## config.mk

```make
export PLATFORM = sky130hd
export DESIGN_NAME = input_debounce_flat
export DESIGN_NICKNAME = d
export VERILOG_FILES = /design/src/rtl/input_debounce_pkg.sv /design/src/rtl/input_debounce_if.sv /design/src/rtl/input_debounce_bit.sv /design/src/rtl/input_debounce.sv /design/src/flat_wrapper.sv
export SDC_FILE = /design/constraint.sdc
export NUM_CORES = 1
export LEC_CHECK = 0
export BUFFER_PORTS_ARGS = -buffer_cell sky130_fd_sc_hd__buf_2
export CAP_MARGIN = 20
export CELL_PAD_IN_SITES_DETAIL_PLACEMENT = 0
export CELL_PAD_IN_SITES_GLOBAL_PLACEMENT = 1
export CORE_AREA = 2 2 199 201
export CTS_CLUSTER_DIAMETER = 40
export DETAILED_ROUTE_END_ITERATION = 6
export DIE_AREA = 0 0 201 203
export PLACE_DENSITY = 0.65
export SLEW_MARGIN = 30
export SYNTH_ARGS = -nofsm -noshare
export SYNTH_HDL_FRONTEND = slang
export SYNTH_HIERARCHICAL = 1
export SYNTH_SLANG_ARGS = --single-unit
```

## constraint.sdc

```tcl
create_clock -name Clock -period 2 [get_ports Clock]
set_clock_uncertainty 0.15 [all_clocks]
set_input_delay 0.4 -clock Clock [delete_from_list [all_inputs] [get_ports Clock]]
set_output_delay 0.4 -clock Clock [all_outputs]
set_load 0.05 [all_outputs]
```

## src/rtl/input_debounce_pkg.sv

```systemverilog
// Shared board-input constants and types for the input debouncer.
package input_debounce_pkg;

    localparam int CLK_HZ          = 50_000_000;
    // 10 ms of stability at the board clock
    localparam int DEBOUNCE_CYCLES = CLK_HZ / 100;
    localparam int NUM_BOARD_IN    = 12;

    localparam int BTN0_IDX   = 0;
    localparam int BTN1_IDX   = 1;
    localparam int SW_LSB_IDX = 2;

    // Buttons are wired active-low on the board; switches are active-high.
    localparam logic [NUM_BOARD_IN-1:0] DEFAULT_INVERT_MASK = 12'h003;

    // Per-bit debouncer result: clean level plus edge pulses.
    typedef struct packed {
        logic level;
        logic rise;
        logic fall;
    } deb_out_t;

    // Stability counter width; must hold 0..STABLE_CYCLES-1 and never be zero-width.
    function automatic int cnt_width(input int stable_cycles);
        int w;
        w = $clog2(stable_cycles + 1);
        return (w < 1) ? 1 : w;
    endfunction

endpackage

```

## src/rtl/input_debounce_if.sv

```systemverilog
// Raw pin bus in, debounced level and edge pulses out.
interface input_debounce_if
    import input_debounce_pkg::*;
#(
    parameter int NUM_IN = NUM_BOARD_IN
);
    logic [NUM_IN-1:0] RawIn;
    logic [NUM_IN-1:0] CleanOut;
    logic [NUM_IN-1:0] RisePulse;
    logic [NUM_IN-1:0] FallPulse;

    // Board side: drives pins, consumes clean signals
    modport master (
        output RawIn,
        input  CleanOut,
        input  RisePulse,
        input  FallPulse
    );

    // Debouncer side
    modport slave (
        input  RawIn,
        output CleanOut,
        output RisePulse,
        output FallPulse
    );
endinterface

```

## src/rtl/input_debounce_bit.sv

```systemverilog
// Single-bit synchroniser, stability counter, clean level and edge-pulse flops.
module debounce_bit
    import input_debounce_pkg::*;
#(
    parameter int STABLE_CYCLES = 8,
    parameter int SYNC_STAGES   = 2
) (
    input  logic     clk_i,
    input  logic     rst_i,
    input  logic     din_i,
    output deb_out_t out_o
);
    localparam int             CW       = cnt_width(STABLE_CYCLES);
    localparam logic [CW-1:0]  CNT_LAST = CW'(STABLE_CYCLES - 1);

    logic [SYNC_STAGES-1:0] sync_q;
    logic [CW-1:0]          cnt_q, cnt_d;
    logic                   level_q, level_d;
    logic                   rise_q, rise_d;
    logic                   fall_q, fall_d;
    logic                   s;

    assign s = sync_q[SYNC_STAGES-1];

    // Shift the asynchronous pin level through the synchroniser chain
    always_ff @(posedge clk_i or posedge rst_i) begin
        if (rst_i) begin
            sync_q <= '0;
        end else begin
            sync_q <= {sync_q[SYNC_STAGES-2:0], din_i};
        end
    end

    // Count consecutive cycles of disagreement; accept the new level on the last one
    always_comb begin
        cnt_d   = '0;
        level_d = level_q;
        rise_d  = 1'b0;
        fall_d  = 1'b0;
        if (s != level_q) begin
            if (cnt_q == CNT_LAST) begin
                level_d = s;
                rise_d  = s;
                fall_d  = ~s;
            end else begin
                cnt_d = cnt_q + 1'b1;
            end
        end
    end

    // Register counter, clean level and one-cycle edge pulses
    always_ff @(posedge clk_i or posedge rst_i) begin
        if (rst_i) begin
            cnt_q   <= '0;
            level_q <= 1'b0;
            rise_q  <= 1'b0;
            fall_q  <= 1'b0;
        end else begin
            cnt_q   <= cnt_d;
            level_q <= level_d;
            rise_q  <= rise_d;
            fall_q  <= fall_d;
        end
    end

    assign out_o = '{level: level_q, rise: rise_q, fall: fall_q};

endmodule

```

## src/rtl/input_debounce.sv

```systemverilog
// Board-input debouncer: polarity fix-up, one debounce_bit per pin, bus packing.
module input_debounce
    import input_debounce_pkg::*;
#(
    parameter int                NUM_IN        = NUM_BOARD_IN,
    parameter int                STABLE_CYCLES = DEBOUNCE_CYCLES,
    parameter int                SYNC_STAGES   = 2,
    parameter logic [NUM_IN-1:0] INVERT_MASK   = NUM_IN'(DEFAULT_INVERT_MASK)
) (
    input  logic             Clock,
    input  logic             Rst,
    input_debounce_if.slave  bus
);
    logic [NUM_IN-1:0] pin_active;
    logic [NUM_IN-1:0] level_vec;
    logic [NUM_IN-1:0] rise_vec;
    logic [NUM_IN-1:0] fall_vec;

    // Active-low pins are flipped before synchronising so every bit is active-high inside
    assign pin_active = bus.RawIn ^ INVERT_MASK;

    for (genvar gi = 0; gi < NUM_IN; gi++) begin : g_bit
        deb_out_t bit_out;

        debounce_bit #(
            .STABLE_CYCLES (STABLE_CYCLES),
            .SYNC_STAGES   (SYNC_STAGES)
        ) u_bit (
            .clk_i (Clock),
            .rst_i (Rst),
            .din_i (pin_active[gi]),
            .out_o (bit_out)
        );

        assign level_vec[gi] = bit_out.level;
        assign rise_vec[gi]  = bit_out.rise;
        assign fall_vec[gi]  = bit_out.fall;
    end

    assign bus.CleanOut  = level_vec;
    assign bus.RisePulse = rise_vec;
    assign bus.FallPulse = fall_vec;

endmodule

```

## src/flat_wrapper.sv

```systemverilog
// flat-port wrapper written by rule: the top's interface ports become plain ports
module input_debounce_flat import input_debounce_pkg::*;
#(
    parameter int                NUM_IN        = NUM_BOARD_IN,
    parameter int                STABLE_CYCLES = DEBOUNCE_CYCLES,
    parameter int                SYNC_STAGES   = 2,
    parameter logic [NUM_IN-1:0] INVERT_MASK   = NUM_IN'(DEFAULT_INVERT_MASK)
)
  (Clock, Rst, bus_RawIn, bus_CleanOut, bus_RisePulse, bus_FallPulse);
  input_debounce_if #(.NUM_IN(NUM_IN)) bus_i ();
  input  logic Clock;
  input  logic Rst;
  input wire logic [$bits(bus_i.RawIn)-1:0] bus_RawIn;
  output wire logic [$bits(bus_i.CleanOut)-1:0] bus_CleanOut;
  output wire logic [$bits(bus_i.RisePulse)-1:0] bus_RisePulse;
  output wire logic [$bits(bus_i.FallPulse)-1:0] bus_FallPulse;
  assign bus_i.RawIn = bus_RawIn;
  assign bus_CleanOut = bus_i.CleanOut;
  assign bus_RisePulse = bus_i.RisePulse;
  assign bus_FallPulse = bus_i.FallPulse;
  input_debounce #(.NUM_IN(NUM_IN), .STABLE_CYCLES(STABLE_CYCLES), .SYNC_STAGES(SYNC_STAGES), .INVERT_MASK(INVERT_MASK)) u_core (.Clock(Clock), .Rst(Rst), .bus(bus_i));
endmodule
```

Yosys cells after proc, flatten, opt, wreduce, memory -nomap -nowiden
Cells that the tools add are included.
{ "op_classes": {"n_bitwise": 13, "reduce_logical": 12, "muxes": 72, "add_sub_neg": 12, "eq_ne": 24} }
{ "op_table": {"columns": ["operator", "count"], "rows": [
  ["$mux W19", 24],
  ["$add A19 B1 Y19 const B", 12],
  ["$eq A19 B19 Y1 const B", 12],
  ["$mux W1", 48],
  ["$reduce_and A2 Y1", 12],
  ["$ne A1 B1 Y1", 12],
  ["$not A1 Y1", 12],
  ["$not A2 Y2", 1]
]} }
{ "totals": {"in_bits": 14, "wordCells": 193, "output_inout_bits": 36, "reg_bits": 288} }

Logic depth before layout (Yosys ltp)
Gate-level depths: netlist (run 1).
{ "depth": {"ltp_word": 3, "mapped_depth": 6, "mapped_depth_nobuf": 5} }

Hierarchy
Netlist (run 1), hierarchy kept.
{ "modules_own_cells": {"columns": ["mod", "area_per_inst_um2", "n_inst", "cells_per_inst"], "rows": [
  ["debounce_bit", 1214.9, 12, 113],
  ["input_debounce", 7.5, 1, 2]
]} }

Least setup slack after synthesis (run 1)
OpenSTA, ideal clock, no wires.
{ "synth_path": {"kind": "reg2reg", "from": "reg u_core.g_bit[0].u_bit.cnt_q[0]", "to": "reg u_core.g_bit[0].u_bit.level_q", "arrival_time_ps": 1515, "path_buffers": 0, "stages_incl_launch_ff": 6, "required_time_ps": 1725, "slack_ps": 210, "cell_sequence": "dfrtp_1 > ha_1 > and3_1 > nand4_1 > nor2_1 > mux2_2"} }
{ "synth_via": {"elab_chain_len": 2} }
{ "synth_rtl": {"columns": ["item", "line", "rtl"], "rows": [
  ["start, declared", "input_debounce_bit.sv:17", "logic [CW-1:0] cnt_q, cnt_d;"],
  ["start signal, assigned", "input_debounce_bit.sv:59", "cnt_q <= cnt_d;"],
  ["$eq A19 B19 Y1", "input_debounce_bit.sv:41", "if (cnt_q == CNT_LAST) begin"],
  ["$reduce_and A2 Y1 (no source line)", null, null],
  ["end signal, assigned", "input_debounce_bit.sv:60", "level_q <= level_d;"],
  ["end, declared", "input_debounce_bit.sv:18", "logic level_q, level_d;"]
]} }
No other way between the ends.
A chain may end at the register's enable or synchronous reset.

Worst setup path after layout (run 1)
{ "layout_path": {"from": "reg u_core.g_bit[3].u_bit.cnt_q[14]", "to": "reg u_core.g_bit[3].u_bit.level_q"} }
{ "layout_via": {"elab_chain_len": 2} }
{ "layout_rtl": {"columns": ["item", "line"], "rows": [
  ["start, declared", "input_debounce_bit.sv:17"],
  ["start signal, assigned", "input_debounce_bit.sv:59"],
  ["$eq A19 B19 Y1", "input_debounce_bit.sv:41"],
  ["$reduce_and A2 Y1 (no source line)", null],
  ["end signal, assigned", "input_debounce_bit.sv:60"],
  ["end, declared", "input_debounce_bit.sv:18"]
]} }
No other way between the ends.

==> results.json, run 1 <==
{
  "antenna_found_initial": 0,
  "area_growth_syn_to_layout_pct": 24.4,
  "power.density_nw_per_um2": 937,
  "synth.area.mux_share": 0.0175,
  "ff2ff_setup_slack_ns": 0.1,
  "cp_max_fo": 3,
  "synth_area_um2": 14600,
  "diodes": 0,
  "endpoint_kind": "register",
  "cts_tree": "yes",
  "worst_pin_slew_ns": 0.409,
  "fmax_ghz": 0.525,
  "rows": 72,
  "cts-root-buf": "clkbuf_16",
  "clk_latency_ns": 0.58,
  "hpwlAfterDp_um": 19300,
  "setup_violations": 0,
  "synth_simple_gate_area_frac": 0.296,
  "core_area_um2": 38500,
  "fin_crit_ns": 1.90,
  "cts_buffers": 57,
  "async_flop_share": 1.00,
  "r2r-start": "u_core/g_bit[3].u_bit/cnt_q[14]",
  "final_cell_mix": "288 x dfrtp_1, 243 x nor2_1, 144 x xnor2_1",
  "synth_top_family_by_area": "simple AND/OR/NAND/NOR gates",
  "rsz0062_at_grt": "yes",
  "drt_iter0_markers": 371,
  "critPathMaxStageDelay_ns": 0.40,
  "ir_drop_v": 0.000666,
  "maxSlewHeadroom": 0.725,
  "routed-via-count": 10174,
  "arrival_ns": 2.22,
  "cts-htree-levels": 2,
  "start_kind": "register",
  "die_w_um": 201,
  "synthAdderAreaFrac": 0.0103,
  "ys_seq_area_frac": 0.494,
  "maxCapViolations": 0,
  "synth_top_area_frac": 0.494,
  "crit_chain": "nor4bb_1 -> buf_4 -> nand4_1 -> nor2_1 -> mux2_2",
  "grt_max_degree": 25,
  "yosys_warnings": 6,
  "port_buffers": 49,
  "tns_ns": 0,
  "yosysTopAreaCell": "dfrtp_1",
  "boundaryPins": 50,
  "grt_usage": 0.150,
  "whs_ns": 0.195,
  "globalRouteOverflowTotal": 0,
  "critical_path_class": "reg -> reg",
  "clk_pin_slew_ns": 0.05,
  "crit_slowest_cell": "dfrtp_1",
  "initial_core_util": 0.379,
  "cts_setup_buffers": 0,
  "worstSetupEndpoint": "u_core/g_bit[3].u_bit/level_q",
  "rr_worst_depth": 5,
  "syn_avg_cell_area_um2": 10.7,
  "post-route-period-util": 0.952,
  "slew_violations": 0,
  "cp.buffers_inverters": 1,
  "dp_slack_ns": 0.0691,
  "path_depth": 5,
  "wl_per_cell_um": 13.8,
  "synth_compound_area_frac": 0.0401,
  "cp_data_required_time_ns": 2.31,
  "synth_top_cells_by_area": "dfrtp_1 49%, xnor2_1 8.6%, nor2_1 6.5%, nand4_4 3.5%, buf_4 2.5%",
  "synth_nets": 1384,
  "ys.flop_type": "dfrtp_1",
  "ys_seq_elements": 288,
  "dr.pass1.iters": 4,
  "leakage_uw": 0.00771,
  "syn_inst": 1358,
  "wirelength_um": 28700,
  "fin_util": 0.472,
  "vias_per_cell": 4.88,
  "fp.dieH_um": 203,
  "synth-xor-area-share": 0.101,
  "grt_pass1_vias": 10658,
  "hp-class": "reg -> reg",
  "mostFrequentLayoutCell": "dfrtp_1",
  "place_congestion": 0.768,
  "worst_slack_ns": 0.0954,
  "drive_gt1_frac": 0.239,
  "startpoint": "u_core/g_bit[3].u_bit/cnt_q[14]",
  "cpLargestDelayFamily": "simple AND/OR/NAND/NOR gates",
  "fp.dieArea_um2": 40800,
  "yosysUniqueCellTypes": 28,
  "clock_sinks": 288,
  "nets": 1543,
  "p_total_uw": 17000,
  "antenna_left": 0,
  "cts_buffer_depth": 3,
  "finalHoldViolations": 0,
  "synth_edf_count": 0,
  "rr_endpoint": "u_core/g_bit[3].u_bit/level_q",
  "status": "complete, no violations",
  "drc": 0,
  "grt_pass1_wl_um": 51900
}
## repair_timing
item | in CTS | in global routing
hold buffers | 13 | 0
hold endpoints to repair | 282 | 0
gates resized for setup | 0 | 14
endpoints found under the setup margin | 0 | 18
## Yosys cell counts, types with 36 or more instances
| library cell | number |
|---|---|
| buf_4 | 48 |
| nand4b_1 | 36 |
| nor2_1 | 252 |
| nand2_1 | 60 |
| nor4_1 | 36 |
| nor3_1 | 36 |
| xnor2_1 | 144 |
| a21oi_1 | 48 |
| inv_1 | 62 |
| nand3_1 | 60 |
| dfrtp_1 | 288 |
## logic make-up (layout without fill, tap and decap cells)
family | after synthesis | in the layout
AOI/OAI and AO/OA | 84 | 84
xor gates and xnor gates | 168 | 168
adders and majority gates | 12 | 12
buffers and inverters | 110 | 317
DFF | 288 | 288
muxes | 24 | 24
and+or+nand+nor | 672 | 672
## per-layer routing
layer	part of all wire	up-vias	GRT usage
li1	-	5068	-
met2	0.44	134	0.235
met3	0.042	58	0.0371
met1	0.49	4914	0.204
met5	0	-	0
met4	0.023	0	0.0479
## through the flow
step | instance area [um2] | instances
after global routing | 18200 | 2083
final | 18200 | 2083
after CTS | 18100 | 2083
after detailed placement | 15800 | 1963
after global placement | 15800 | 1963
after floorplan | 14600 | 1358
## worst min path at each step
stage,from,endpoint,cells past startpoint
after detailed placement,u_core/g_bit[3].u_bit/sync_q[0],u_core/g_bit[3].u_bit/sync_q[1],0
after global routing,u_core/g_bit[11].u_bit/sync_q[0],u_core/g_bit[11].u_bit/sync_q[1],0
after global placement,u_core/g_bit[7].u_bit/sync_q[0],u_core/g_bit[7].u_bit/sync_q[1],0
after floorplan,u_core/g_bit[0].u_bit/sync_q[0],u_core/g_bit[0].u_bit/sync_q[1],0
final,u_core/g_bit[2].u_bit/sync_q[0],u_core/g_bit[2].u_bit/sync_q[1],0
after CTS,u_core/g_bit[3].u_bit/sync_q[0],u_core/g_bit[3].u_bit/sync_q[1],0
## flip-flops by register name, indices dropped and copies added, names as in the netlist
| register | cells |
|---|---|
| u_core/g_bit.u_bit/rise_q | 12 |
| u_core/g_bit.u_bit/cnt_q | 228 |
| u_core/g_bit.u_bit/sync_q | 24 |
| u_core/g_bit.u_bit/fall_q | 12 |
| u_core/g_bit.u_bit/level_q | 12 |
## where the power goes
group | internal (uW) | switching [uW] | total [uW]
combinational | 196 | 288 | 484
clock | 7210 | 3300 | 10500
sequential | 5920 | 93.1 | 6020
total | 13300 | 3680 | 17000
## final cells by class
type | instances | area [um2]
Tap cell | 518 | 648
Multi-Input combinational cell | 960 | 6840
Timing Repair Buffer | 148 | 1080
Inverter | 62 | 233
Clock buffer | 68 | 1580
Sequential cell | 288 | 7210
Fill cell | 3600 | 20300
Clock inverter | 39 | 564
(Power assumes the default switching activity.)
==> run 2, diff against run 1 <==
==> constraint.sdc (replaced) <==
create_clock -name Clock -period 2 [get_ports Clock]
set_clock_uncertainty 0.15 [all_clocks]
set_input_delay 0 -clock Clock [delete_from_list [all_inputs] [get_ports Clock]]
set_output_delay 0 -clock Clock [all_outputs]
set_load 0.05 [all_outputs]
==> run 2 against run 1 <==
Sequential share of layout area increased by 0.24 points. Setup slack gained 0.0033 ns. Combinational power rose by 3%. Hold slack worse by 0.12 ns. Wire length increased by 1.1%. Register-to-register slack about the same. First-iteration DRC count increased by 7.0%. Global-route usage rose by 0.060 points. Final area down 0.61%. Critical endpoint is now u_core/g_bit[5].u_bit/level_q. Highest routed layer unchanged.
==> results.json, run 2 (synthesized netlist as in run 1, its figures left out) <==
{
  "status": "complete, no violations",
  "wirelength_um": 29100,
  "grt_pass1_wl_um": 51900,
  "hp-class": "in -> async",
  "hpwlAfterDp_um": 19300,
  "worst_slack_ns": 0.0987,
  "core_area_um2": 38500,
  "fp.dieArea_um2": 40800,
  "initial_core_util": 0.379,
  "worst_pin_slew_ns": 0.533,
  "drc": 0,
  "fin_area_um2": 18000,
  "wl_per_cell_um": 13.9,
  "critPathMaxStageDelay_ns": 0.40,
  "largest_reg_flops": 228,
  "routed-via-count": 10174,
  "cts-root-buf": "clkbuf_16",
  "fin_util": 0.469,
  "nets": 1550,
  "finalHoldViolations": 0,
  "dp_slack_ns": 0.0680,
  "cts_setup_buffers": 0,
  "grt_pass1_vias": 10618,
  "largest-register": "u_core/g_bit.u_bit/cnt_q",
  "critical_path_class": "reg -> reg",
  "slew_violations": 0,
  "clk_pin_slew_ns": 0.05,
  "crit_chain": "nor4bb_1 -> buf_4 -> nand4_1 -> nor2_2 -> mux2_2",
  "ir_drop_v": 0.000652,
  "place_congestion": 0.762,
  "cp_data_required_time_ns": 2.31,
  "dr.pass1.iters": 4,
  "globalRouteOverflowTotal": 0,
  "top_regs": "u_core/g_bit.u_bit/cnt_q: 228 flops, u_core/g_bit.u_bit/sync_q: 24 flops",
  "diodes": 0,
  "cts-htree-levels": 2,
  "rsz0062_at_grt": "no",
  "maxCapViolations": 0,
  "port_buffers": 49,
  "endpoint_kind": "register",
  "rows": 72,
  "fp.dieH_um": 203,
  "antenna_found_initial": 0,
  "fin_crit_ns": 1.90,
  "drive_gt1_frac": 0.232,
  "arrival_ns": 2.22,
  "tns_ns": 0,
  "mostFrequentLayoutCell": "dfrtp_1",
  "final_cell_mix": "288 x dfrtp_1, 244 x nor2_1, 144 x xnor2_1",
  "cp.buffers_inverters": 1,
  "clk_latency_ns": 0.58,
  "boundaryPins": 50,
  "maxSlewHeadroom": 0.644,
  "grt_usage": 0.150,
  "grt_max_degree": 25,
  "power.density_nw_per_um2": 887,
  "p_total_uw": 16000,
  "fmax_ghz": 0.526,
  "die_w_um": 201,
  "ff2ff_setup_slack_ns": 0.1,
  "area_growth_syn_to_layout_pct": 23.7,
  "cpLargestDelayFamily": "simple AND/OR/NAND/NOR gates",
  "post-route-period-util": 0.951,
  "cts_buffers": 53,
  "vias_per_cell": 4.88,
  "leakage_uw": 0.00763,
  "cp_max_fo": 3,
  "nFillCells": 3588,
  "crit_slowest_cell": "dfrtp_1",
  "cts_buffer_depth": 3,
  "antenna_left": 0,
  "cts_tree": "yes",
  "start_kind": "register",
  "clock_sinks": 288,
  "setup_violations": 0,
  "postPlaceCellArea_um2": 15800,
  "drt_iter0_markers": 397
}
## run 2: cell type report
| class | count | area [um2] | share of cell area |
|---|---|---|---|
| clock inverters | 38 | 526 | 0.0291 |
| inverters | 62 | 233 | 0.0129 |
| multi-input cells | 960 | 6850 | 0.380 |
| well taps | 518 | 648 | 0.0359 |
| clock buffers | 60 | 1390 | 0.0772 |
| repair buffers | 159 | 1190 | 0.0657 |
| flip-flops and latches | 288 | 7210 | 0.399 |
## run 2: what timing repair did
action / 4_1_cts / 5_1_grt
hold buffers: 26 / 0
setup endpoints to repair: 0 / 11
hold endpoints to repair: 300 / 0
resized for setup: 0 / 15
## run 2: power breakdown
part | leakage [uW] | switching (uW) | internal (uW) | total (uW)
clock network | 0.000920 | 3160 | 6330 | 9490
logic | 0.00277 | 292 | 207 | 499
registers | 0.00394 | 93.5 | 5920 | 6020
total | 0.00763 | 3540 | 12500 | 16000
## run 2: final timing paths
| kind | start | to | cells past startpoint |
|---|---|---|---|
| setup / recovery | u_core/g_bit[5].u_bit/cnt_q[14] | u_core/g_bit[5].u_bit/level_q | 5 |
| hold / removal | Rst | u_core/g_bit[4].u_bit/cnt_q[7] | 3 |
| setup reg to reg | u_core/g_bit[5].u_bit/cnt_q[14] | u_core/g_bit[5].u_bit/level_q | 5 |
| hold reg to reg | u_core/g_bit[3].u_bit/sync_q[0] | u_core/g_bit[3].u_bit/sync_q[1] | 0 |
| max in group asynchronous | Rst | u_core/g_bit[5].u_bit/cnt_q[14] | 5 |
| min in group Clock | u_core/g_bit[3].u_bit/sync_q[0] | u_core/g_bit[3].u_bit/sync_q[1] | 0 |
## run 2: metal layers
metal	wire (um)	up-vias	GRT usage	part of all wire
li1	-	5090	-	-
met1	14300	4903	0.208	0.49
met2	13000	130	0.233	0.45
met3	1160	51	0.0364	0.040
met4	640	0	0.0476	0.022
met5	0	-	0	0
## run 2: worst reg2reg max path, cell delays in order (launching register included)
cell      delay [ns]
dfrtp_1         0.40
nor4bb_1        0.35
buf_4           0.18
nand4_1         0.19
nor2_2          0.19
mux2_2          0.35
## run 2: per-stage QoR
stage,instances,hold WS (ns)
floorplan,1358,-0.135
finish,2085,0.0748
detailed placement,1961,-0.0406
CTS,2085,0.0596
global route,2085,0.122
global placement,1961,-0.0420
==> run 3, diff against run 2 <==
- PLACE_DENSITY: 0.65 -> 0.62
==> run 3 against run 2 <==
Clock power decreased by 3.2%. Cell count hardly changed. Sequential power about the same. Sequential share of layout area is 0.13 points higher. Global-route usage grew 0.14 points. Power down 1.8%. Combinational power is 1% higher. Die area unchanged. Core utilization shrank 0.15 points. Critical path depth unchanged. Critical endpoint is now u_core/g_bit[2].u_bit/level_q. Highest routed layer unchanged.
==> results.json, run 3 (synthesized netlist as in run 1, its figures left out) <==
{
  "hpwlAfterDp_um": 19600,
  "drt_iter0_markers": 394,
  "mostFrequentLayoutCell": "dfrtp_1",
  "start_kind": "register",
  "boundaryPins": 50,
  "top_regs": "u_core/g_bit.u_bit/cnt_q: 228 flops, u_core/g_bit.u_bit/sync_q: 24 flops",
  "crit_chain": "ha_1 -> and3_1 -> nand4_1 -> nor2_1 -> mux2_2",
  "final_cell_mix": "288 x dfrtp_1, 244 x nor2_1, 144 x xnor2_1",
  "maxSlewHeadroom": 0.642,
  "finalHoldViolations": 0,
  "dp.cells": 1960,
  "grt_pass1_wl_um": 52300,
  "fp.dieArea_um2": 40800,
  "cts_tree": "yes",
  "nets": 1552,
  "setup_violations": 0,
  "largest_reg_flops": 228,
  "cp_data_required_time_ns": 2.32,
  "critical_path_class": "reg -> reg",
  "cp_max_fo": 3,
  "dp_slack_ns": 0.0260,
  "arrival_ns": 2.23,
  "power.density_nw_per_um2": 874,
  "endpoint_kind": "register",
  "port_buffers": 49,
  "die_w_um": 201,
  "cts-htree-levels": 2,
  "clk_latency_ns": 0.59,
  "leakage_uw": 0.00760,
  "largest-register": "u_core/g_bit.u_bit/cnt_q",
  "diodes": 0,
  "grt_usage": 0.152,
  "vias_per_cell": 4.92,
  "wl_per_cell_um": 14.1,
  "fin_crit_ns": 1.92,
  "wirelength_um": 29500,
  "dr.pass1.iters": 5,
  "rows": 72,
  "routed-via-count": 10261,
  "drive_gt1_frac": 0.232,
  "drc": 0,
  "core_area_um2": 38500,
  "cts_buffers": 52,
  "clock_sinks": 288,
  "worst_pin_slew_ns": 0.536,
  "grt_pass1_vias": 10570,
  "post-route-period-util": 0.959,
  "place_congestion": 0.764,
  "area_growth_syn_to_layout_pct": 23.3,
  "maxCapViolations": 0,
  "fin_cells": 2087,
  "status": "complete, no violations",
  "worst_slack_ns": 0.0815,
  "slew_violations": 0,
  "cts_buffer_depth": 3,
  "grt_max_degree": 25,
  "fp.dieH_um": 203,
  "whs_ns": 0.0885,
  "critPathMaxStageDelay_ns": 0.40,
  "crit_slowest_cell": "dfrtp_1",
  "ir_drop_v": 0.000611,
  "initial_core_util": 0.379,
  "hp-class": "in -> async",
  "globalRouteOverflowTotal": 0,
  "fmax_ghz": 0.521,
  "cts-root-buf": "clkbuf_16",
  "clk_pin_slew_ns": 0.05,
  "antenna_left": 0,
  "antenna_found_initial": 0,
  "fin_util": 0.468
}
[run 3: changes by cell type in the layout (fill, tap and decap cells not counted), sizes merged]
cell / previous run / this run
bufinv: 10 / 8
buf: 133 / 135
inv: 67 / 71
clkinv: 16 / 14
clkbuf: 60 / 59
dlygate4sd3: 26 / 27
[run 3: area by class of cell]
class	instances	area, um2
inverters	62	233
flip-flops and latches	288	7210
clock buffers	59	1370
fillers	3634	20500
well taps	518	648
repair buffers	162	1200
multi-input cells	960	6850
clock inverters	38	479
[run 3: metal layers]
layer  up-vias  global-route usage  part of all wire
met5         -                   0                 0
met3        62              0.0297             0.034
met1      4998               0.207              0.48
met4         0              0.0640             0.030
met2       126               0.236              0.45
li1       5075                   -                 -
[run 3: path summary, 6_finish.rpt]
path,from,endpoint,slack (ns),depth (start not counted)
min in group Clock,u_core/g_bit[2].u_bit/sync_q[0],u_core/g_bit[2].u_bit/sync_q[1],0.19,0
worst min register to register,u_core/g_bit[2].u_bit/sync_q[0],u_core/g_bit[2].u_bit/sync_q[1],0.19,0
worst max register to register,u_core/g_bit[2].u_bit/cnt_q[1],u_core/g_bit[2].u_bit/level_q,0.08,5
worst max-delay path,u_core/g_bit[2].u_bit/cnt_q[1],u_core/g_bit[2].u_bit/level_q,0.08,5
worst min-delay path,Rst,u_core/g_bit[5].u_bit/cnt_q[2],0.09,5
max in group asynchronous,Rst,u_core/g_bit[9].u_bit/cnt_q[5],0.44,5
[run 3: repair_timing]
item,in CTS,in global routing
endpoints found under the hold margin,300,0
hold buffers,27,0
resized for setup,0,15
buffers inserted,0,3
setup endpoints to repair,0,27
[run 3: through the flow]
| stage | TNS, ns | power [uW] | area [um2] |
|---|---|---|---|
| 3_3_place_gp | 0 | 6580 | 15800 |
| 2_1_floorplan | 0 | 6390 | 14600 |
| 6_report | 0 | 15700 | 18000 |
| 4_1_cts | 0 | 16000 | 17900 |
| 3_5_place_dp | 0 | 6580 | 15800 |
| 5_1_grt | -0.00413 | 16400 | 18000 |
[run 3: power by group]
part	switching, uW	internal, uW	total, uW
registers	94.3	5920	6010
clock network	3190	6010	9190
logic	296	209	505
total	3580	12100	15700
[run 3: critical path, delay by kind of cell (launching register included)]
| kind | cells | cell delay, ns |
|---|---|---|
| adder cells (fa/ha/maj) | 1 | 0.23 |
| flip-flops | 1 | 0.40 |
| multiplexers | 1 | 0.36 |
| AND/OR/NAND/NOR | 3 | 0.66 |
